**src/rtl/status_frame_tx_if.sv**
```systemverilog
// Bus between a status-report transmitter and its owner: frame request,
// status inputs to snapshot, and the serial line plus handshake outputs.
interface status_frame_tx_if;
    logic       req;
    logic       switch;
    logic       io_a;
    logic       io_b;
    logic       error;
    logic       force_swi;
    logic       com_swi;
    logic       stx;
    logic       busy;
    logic       frame_done;
    logic [7:0] seq;

    modport master (
        output req, switch, io_a, io_b, error, force_swi, com_swi,
        input  stx, busy, frame_done, seq
    );

    modport slave (
        input  req, switch, io_a, io_b, error, force_swi, com_swi,
        output stx, busy, frame_done, seq
    );
endinterface

```
**src/rtl/status_frame_tx.sv**
```systemverilog
// Periodic / on-demand 5-byte status frame sender (UART 8N1, LSB first):
// header EB 90, status byte, sequence number, XOR checksum.
module status_frame_tx #(
    parameter int unsigned CLK_DIV = 434,
    parameter int unsigned PERIOD  = 5000000,
    parameter logic [7:0]  HDR0    = 8'hEB,
    parameter logic [7:0]  HDR1    = 8'h90
) (
    input  logic              clk,
    input  logic              rst,
    status_frame_tx_if.slave  bus
);
    typedef enum logic [2:0] {IDLE, START, DATA, STOP, DONE} state_t;

    localparam logic [15:0] DIV_LAST    = 16'(CLK_DIV - 1);
    localparam logic [31:0] PERIOD_LAST = (PERIOD == 0) ? 32'd0 : 32'(PERIOD - 1);

    state_t      state, state_next;
    logic [15:0] bit_timer;
    logic [2:0]  bit_cnt;
    logic [2:0]  byte_idx;
    logic [31:0] period_cnt;
    logic        tick;
    logic        pending;
    logic        start_frame;
    logic        bit_end;
    logic [7:0]  snap_status;
    logic [7:0]  snap_seq;
    logic [7:0]  cur_byte;
    logic        stx_q;
    logic        busy_q;
    logic        done_q;
    logic [7:0]  seq_q;

    assign bus.stx        = stx_q;
    assign bus.busy       = busy_q;
    assign bus.frame_done = done_q;
    assign bus.seq        = seq_q;

    // Free-running period timer; it keeps counting while a frame is in flight.
    always_ff @(posedge clk or posedge rst) begin
        if (rst) begin
            period_cnt <= '0;
        end else if (PERIOD == 0 || period_cnt == PERIOD_LAST) begin
            period_cnt <= '0;
        end else begin
            period_cnt <= period_cnt + 32'd1;
        end
    end

    assign tick = (PERIOD != 0) && (period_cnt == PERIOD_LAST);

    always_ff @(posedge clk or posedge rst) begin
        if (rst) begin
            state <= IDLE;
        end else begin
            state <= state_next;
        end
    end

    always_comb begin
        state_next  = state;
        start_frame = 1'b0;
        bit_end     = (bit_timer == DIV_LAST);
        case (state)
            IDLE: begin
                if (bus.req || tick || pending) begin
                    state_next  = START;
                    start_frame = 1'b1;
                end
            end
            START: if (bit_end) state_next = DATA;
            DATA:  if (bit_end && bit_cnt == 3'd7) state_next = STOP;
            STOP:  if (bit_end) state_next = (byte_idx == 3'd4) ? DONE : START;
            DONE:  state_next = IDLE;
            default: state_next = IDLE;
        endcase
    end

    always_comb begin
        cur_byte = HDR0;
        case (byte_idx)
            3'd0:    cur_byte = HDR0;
            3'd1:    cur_byte = HDR1;
            3'd2:    cur_byte = snap_status;
            3'd3:    cur_byte = snap_seq;
            3'd4:    cur_byte = HDR0 ^ HDR1 ^ snap_status ^ snap_seq;
            default: cur_byte = HDR0;
        endcase
    end

    // stx follows the state one cycle late, so the line only ever changes from a flop.
    always_ff @(posedge clk or posedge rst) begin
        if (rst) begin
            bit_timer   <= '0;
            bit_cnt     <= '0;
            byte_idx    <= '0;
            snap_status <= '0;
            snap_seq    <= '0;
            stx_q       <= 1'b1;
            busy_q      <= 1'b0;
            done_q      <= 1'b0;
            seq_q       <= '0;
            pending     <= 1'b0;
        end else begin
            done_q <= (state == DONE);

            if (state == IDLE || state == DONE || bit_end) begin
                bit_timer <= '0;
            end else begin
                bit_timer <= bit_timer + 16'd1;
            end

            case (state)
                START:   stx_q <= 1'b0;
                DATA:    stx_q <= cur_byte[bit_cnt];
                default: stx_q <= 1'b1;
            endcase

            if (state == IDLE) begin
                pending <= 1'b0;
            end else if (bus.req || tick) begin
                pending <= 1'b1;
            end

            if (start_frame) begin
                snap_status <= {bus.switch, bus.io_a, bus.io_b, bus.error,
                                bus.force_swi, bus.com_swi, 2'b00};
                snap_seq    <= seq_q;
                busy_q      <= 1'b1;
                byte_idx    <= '0;
                bit_cnt     <= '0;
            end

            if (state == DATA && bit_end) begin
                bit_cnt <= bit_cnt + 3'd1;
            end

            if (state == STOP && bit_end && byte_idx != 3'd4) begin
                byte_idx <= byte_idx + 3'd1;
            end

            // Busy stays up through DONE when another frame is already queued.
            if (state == DONE) begin
                busy_q <= pending || bus.req || tick;
                seq_q  <= seq_q + 8'd1;
            end
        end
    end
endmodule

```
**src/flat_wrapper.sv**
```systemverilog
// flat-port wrapper written by rule: the top's interface ports become plain ports
module status_frame_tx_flat 
#(
    parameter int unsigned CLK_DIV = 434,
    parameter int unsigned PERIOD  = 5000000,
    parameter logic [7:0]  HDR0    = 8'hEB,
    parameter logic [7:0]  HDR1    = 8'h90
)
  (clk, rst, bus_req, bus_switch, bus_io_a, bus_io_b, bus_error, bus_force_swi, bus_com_swi, bus_stx, bus_busy, bus_frame_done, bus_seq);
  status_frame_tx_if bus_i ();
  input  logic clk;
  input  logic rst;
  input wire logic [$bits(bus_i.req)-1:0] bus_req;
  input wire logic [$bits(bus_i.switch)-1:0] bus_switch;
  input wire logic [$bits(bus_i.io_a)-1:0] bus_io_a;
  input wire logic [$bits(bus_i.io_b)-1:0] bus_io_b;
  input wire logic [$bits(bus_i.error)-1:0] bus_error;
  input wire logic [$bits(bus_i.force_swi)-1:0] bus_force_swi;
  input wire logic [$bits(bus_i.com_swi)-1:0] bus_com_swi;
  output wire logic [$bits(bus_i.stx)-1:0] bus_stx;
  output wire logic [$bits(bus_i.busy)-1:0] bus_busy;
  output wire logic [$bits(bus_i.frame_done)-1:0] bus_frame_done;
  output wire logic [$bits(bus_i.seq)-1:0] bus_seq;
  assign bus_i.req = bus_req;
  assign bus_i.switch = bus_switch;
  assign bus_i.io_a = bus_io_a;
  assign bus_i.io_b = bus_io_b;
  assign bus_i.error = bus_error;
  assign bus_i.force_swi = bus_force_swi;
  assign bus_i.com_swi = bus_com_swi;
  assign bus_stx = bus_i.stx;
  assign bus_busy = bus_i.busy;
  assign bus_frame_done = bus_i.frame_done;
  assign bus_seq = bus_i.seq;
  status_frame_tx #(.CLK_DIV(CLK_DIV), .PERIOD(PERIOD), .HDR0(HDR0), .HDR1(HDR1)) u_core (.clk(clk), .rst(rst), .bus(bus_i));
endmodule
```
**config.mk**
```make
export PLATFORM = sky130hd
export DESIGN_NAME = status_frame_tx_flat
export DESIGN_NICKNAME = d
export VERILOG_FILES = /design/src/rtl/status_frame_tx_if.sv /design/src/rtl/status_frame_tx.sv /design/src/flat_wrapper.sv
export SDC_FILE = /design/constraint.sdc
export NUM_CORES = 1
export LEC_CHECK = 0
export CORE_MARGIN = 2
export CORE_UTILIZATION = 35
export DETAILED_ROUTE_END_ITERATION = 8
export SETUP_SLACK_MARGIN = 0.5
export SLEW_MARGIN = 20
export SYNTH_ARGS = -nofsm -noshare
export SYNTH_HDL_FRONTEND = slang
export SYNTH_SLANG_ARGS = --single-unit
```
**constraint.sdc**
```tcl
create_clock -name clk -period 5.55 [get_ports clk]
set_input_delay 1.665 -clock clk [delete_from_list [all_inputs] [get_ports clk]]
set_output_delay 1.665 -clock clk [all_outputs]
set_load 0.02 [all_outputs]
```
Word level (Yosys, flattened, before mapping)
Index checks and enable logic that the tools add are counted.
{"block": "totals", "memories": 0, "in_bits": 9, "ram_bits": 0, "wordCells": 73, "latch_bits": 0, "regBits": 83, "romBits": 0}
{"block": "op_classes", "order_cmp": 1, "n_mul": 0, "mux": 21, "shift": 0, "bitwise": 2, "n_eq_ne": 16, "n_reduce_logical": 16, "n_div": 0, "add_sub_neg": 5}
{"op": "32-bit by 1-bit adder with 32-bit output, second input constant", "n": 1}
{"op": "32-bit by 23-bit == test with 1-bit output, second input constant", "n": 1}
{"op": "32-bit two-way mux", "n": 1}
{"op": "8-bit case mux with 4 select lines", "n": 1}
{"op": "3-bit two-way mux", "n": 8}
{"op": "16-bit by 1-bit adder with 16-bit output, second input constant", "n": 1}
{"op": "16-bit by 9-bit == test with 1-bit output, second input constant", "n": 1}
{"op": "16-bit two-way mux", "n": 1}
{"op": "3-bit by 2-bit == test with 1-bit output, second input constant", "n": 4}
{"op": "3-bit case mux with 4 select lines", "n": 1}
{"op": "3-bit == test, second input constant", "n": 3}
{"op": "8-bit by 1-bit adder with 8-bit output, second input constant", "n": 1}
{"op": "2-bit by 1-bit != test with 1-bit output, second input constant", "n": 4}
{"op": "2-bit nonzero test", "n": 4}
{"op": "8-bit bitwise XOR", "n": 1}
{"op": "1-bit two-way mux", "n": 7}
{"op": "3-bit by 1-bit adder with 3-bit output, second input constant", "n": 2}
{"op": "3-bit by 1-bit == test with 1-bit output, second input constant", "n": 2}
{"op": "1-bit logical OR", "n": 6}
{"op": "6-bit inverter", "n": 1}
{"op": "1-bit logical AND", "n": 4}
{"op": "3-bit by 4-bit < comparator with 1-bit output, second input constant", "n": 1}
{"op": "4-bit AND reduction", "n": 1}
{"op": "1-bit binary-select mux with 3-bit select", "n": 1}
{"op": "other kinds (3)", "n": 3}

Logic depth before layout (Yosys ltp)
{"block": "depth", "depth_word": 7, "depth_mapped": 9, "depth_no_buf": 7}

Worst setup path after synthesis
Ideal clock, no wire load.
{"block": "synth_path", "kind": "input port to flip-flop", "from": "input port bus_req", "to": "register u_core.snap_seq[7]", "path_buffers": 1, "slack_ns": 2.995, "arrival_time_ns": 2.427, "path_stages": 3, "setup_ns": 0.128, "cell_sequence": "o31a_4 > buf_6 > mux2_1"}
{"block": "synth_via", "elab_chain_cells": 4}
{"item": "from (decl)", "line": "flat_wrapper.sv:13", "source": "input wire logic [$bits(bus_i.req)-1:0] bus_req;"}
{"item": "1-bit logical OR (2 in series)", "line": "status_frame_tx.sv:67", "source": "if (bus.req || tick || pending) begin"}
{"item": "1-bit two-way mux", "line": "status_frame_tx.sv:67"}
{"item": "1-bit two-way mux", "line": "status_frame_tx.sv:65", "source": "case (state)"}
{"item": "to (signal assigned)", "line": "status_frame_tx.sv:129", "source": "snap_seq <= seq_q;"}
{"item": "to (decl)", "line": "status_frame_tx.sv:28", "source": "logic [7:0] snap_seq;"}
Every way passes these cells.
A chain may end at the register's enable or synchronous reset.

Worst setup path in the final report
{"block": "layout_path", "from": "register u_core.stx_q, in the netlist u_core.bus.stx", "to": "output port bus_stx"}
{"item": "from (decl)", "line": "status_frame_tx.sv:30", "source": "logic stx_q;"}
{"item": "from (signal assigned)", "line": "status_frame_tx.sv:116", "source": "DATA: stx_q <= cur_byte[bit_cnt];"}
{"item": "to (decl)", "line": "flat_wrapper.sv:20", "source": "output wire logic [$bits(bus_i.stx)-1:0] bus_stx;"}
No word-level cell between the ends.

==> out/results.ini <==
[route]
vias_per_cell=5.14
drc_errors=0
ant_nets=0
drtIter0Drc=163
wl_per_cell_um=14.2
wirelength_um=8070
via_count=2919
drt_first_pass_iters=4

[clocking]
cts_resized=0
cts_tree=built
cts_root_buf=clkbuf_16
clock-sinks=83
cts_setup_buffers=0
ctsHoldBuffers=0
clock_insertion_delay_worst_skew_ns=0.33
cts.path.max_buffers=2
path_clk_slew_ns=0.06
cts_inserted_buffers=9
h-tree-depth=3

[setup_path]
crit_chain=clkdlybuf4s50_1
setup.worst_path.start_class=flip-flop
cpPeakStageDelay_ns=0.59
crit_path_max_fanout=1
cp-end-kind=primary output
arrival_ns=1.43
cp.required_ns=3.88
critPathBufInv=1
cp_slowest_cell=clkdlybuf4s50_1
critical_path_class=flip-flop to primary output
path_delay_family=buffers and inverters

[final_layout]
mostFrequentLayoutCell=dfrtp_1
postLayoutCoreUtil_pct=40.7
diodes=0
final_layout_size_suffix_gt1_share_pct=9.74
layout.nets=436
layout_common_cells=dfrtp_1 (82), nor2_1 (44), nand2_1 (36)
syn_to_final_growth_pct=14.6

[hold_path]
hold_path.class=flip-flop to flip-flop

[synthesis]
synthFlopType=dfrtp_1
ys_ff_latch=83
synth_area_per_cell_um2=10.7
async_reset_ff_share_pct=100
ys_types=57
synth_edf_count=0
synth_nets=417
ys_warn_count=0
synth_cells=397
netlist_area_mm2=0.00423
ys_seq_area_share_pct=49.1

[run_status]
status=finished, final reports clean

[die]
num_rows=40
start_util_pct=35.5
die_w_um=114
die_h_um=114
core_mm2=0.0119
die-area_mm2=0.0130
ios=20

[global_route]
grt_antenna_before_repair=0
track_usage_pct=13.7
grt.overflow.total=0
grt_pass1_wl_um=14200
grt_pass1_vias=2948
grt_max_degree=61

[run]
cap_violations=0

[placement]
dp_hpwl_um=5600
portBuffers=19
place_congestion=0.756

[timing]
finalCritPeriodShare_pct=55.8
min_period_ns=3.10
max_slew.worst_pin.slew_ns=0.749
finalSetupTns_ns=0
final-setup-viol-count=0
final_max_slew_viol_count=0
slew_headroom_pct=50.1
skew_ns=0.00389
max_freq_mhz=323
rsz0062_at_grt=no
hold_violations=0

[power]
p_per_area_mw_per_mm2=252
power.leakage_nw=2.18
total_power_w=0.00123
ir_worst_vdd_mv=0.151

per-stage QoR:
stage	hold WS (ns)	setup WS (ns)	cells	instance area, um2
6_report	0.468	2.45	568	4850
3_3_place_gp	0.456	2.39	552	4540
4_1_cts	0.476	2.43	568	4850
3_5_place_dp	0.460	2.36	552	4540
5_1_grt	0.487	2.41	568	4850
2_1_floorplan	0.438	1.75	397	4230
worst paths after layout:
check	startpoint	to	slack (ns)	depth (start not counted)
max in group asynchronous	rst	u_core.pending	2.96	3
worst max register to register	u_core.period_cnt[20]	u_core.snap_status[7]	2.95	5
min in group asynchronous	rst	u_core.period_cnt[23]	1.82	2
worst min register to register	u_core.period_cnt[4]	u_core.period_cnt[4]	0.47	1
worst min-delay path	u_core.period_cnt[4]	u_core.period_cnt[4]	0.47	1
worst max-delay path	u_core.bus.stx	bus_stx	2.45	1
power by group:
group          internal [W]              switching, W
logic            0.00000556                 0.0000125
clock network      0.000374                  0.000228
registers          0.000605  0.0000000000000000000119
sequential cells by signal, indices dropped and copies added (netlist names):
name / count
u_core.bit_cnt: 3
u_core.byte_idx: 3
u_core.pending: 1
u_core.bus.seq: 8
u_core.period_cnt: 32
u_core.state: 3
u_core.bus.frame_done: 1
u_core.snap_seq: 8
u_core.snap_status: 6
u_core.bus.stx: 1
u_core.bus.busy: 1
u_core.bit_timer: 16
synth_stat cells (3+ instances only):
cell        n  area share (%)
nand3_1    22             2.6
nor2_1     44             3.9
nor4b_1     3            0.62
nor2b_1     4            0.59
inv_1      11            0.98
and4_1      3            0.62
xnor2_1    26             5.4
and3_1     12             1.8
nor4_1      4            0.59
ha_1       11             3.3
nor3_1      8            0.95
o21bai_1    3            0.53
clkbuf_1    8            0.71
o21ai_0    10             1.2
a2111oi_0   3            0.62
or3_1       3            0.44
nand2b_1    5            0.74
mux2_4     10             3.5
mux2_1      4             1.1
or4_1       4            0.71
xor2_1     23             4.8
nand2_1    36             3.2
dfrtp_1    82              48
o31ai_1     3            0.53
nand4_1    10             1.5
a221oi_1    3            0.62
final cells by class:
| cell class | instances | area (um2) |
|---|---|---|
| well taps | 147 | 184 |
| fillers | 1179 | 7060 |
| clock buffers | 13 | 260 |
| multi-input cells | 291 | 2040 |
| flip-flops and latches | 83 | 2080 |
| inverters | 11 | 43.8 |
| clock inverters | 3 | 46.3 |
| repair buffers | 20 | 198 |
cells by family after synthesis:
group / Yosys count / share of synthesized area (%)
xor gates and xnor gates: 49 / 10.1
adders and majority gates: 11 / 3.25
and+or+nand+nor: 174 / 22.3
buffers and inverters: 23 / 2.66
muxes: 16 / 5.14
DFF: 83 / 49.1
AOI/OAI and AO/OA: 41 / 7.36
per-layer routing:
metal | wire (um) | track usage [%] | up-vias
met5 | 0 | 0 | -
met4 | 144 | 5.37 | 0
met3 | 259 | 3.77 | 11
met2 | 3730 | 21.8 | 40
met1 | 3940 | 17.7 | 1428
li1 | - | - | 1440
Power figures use the tool's default switching activity.
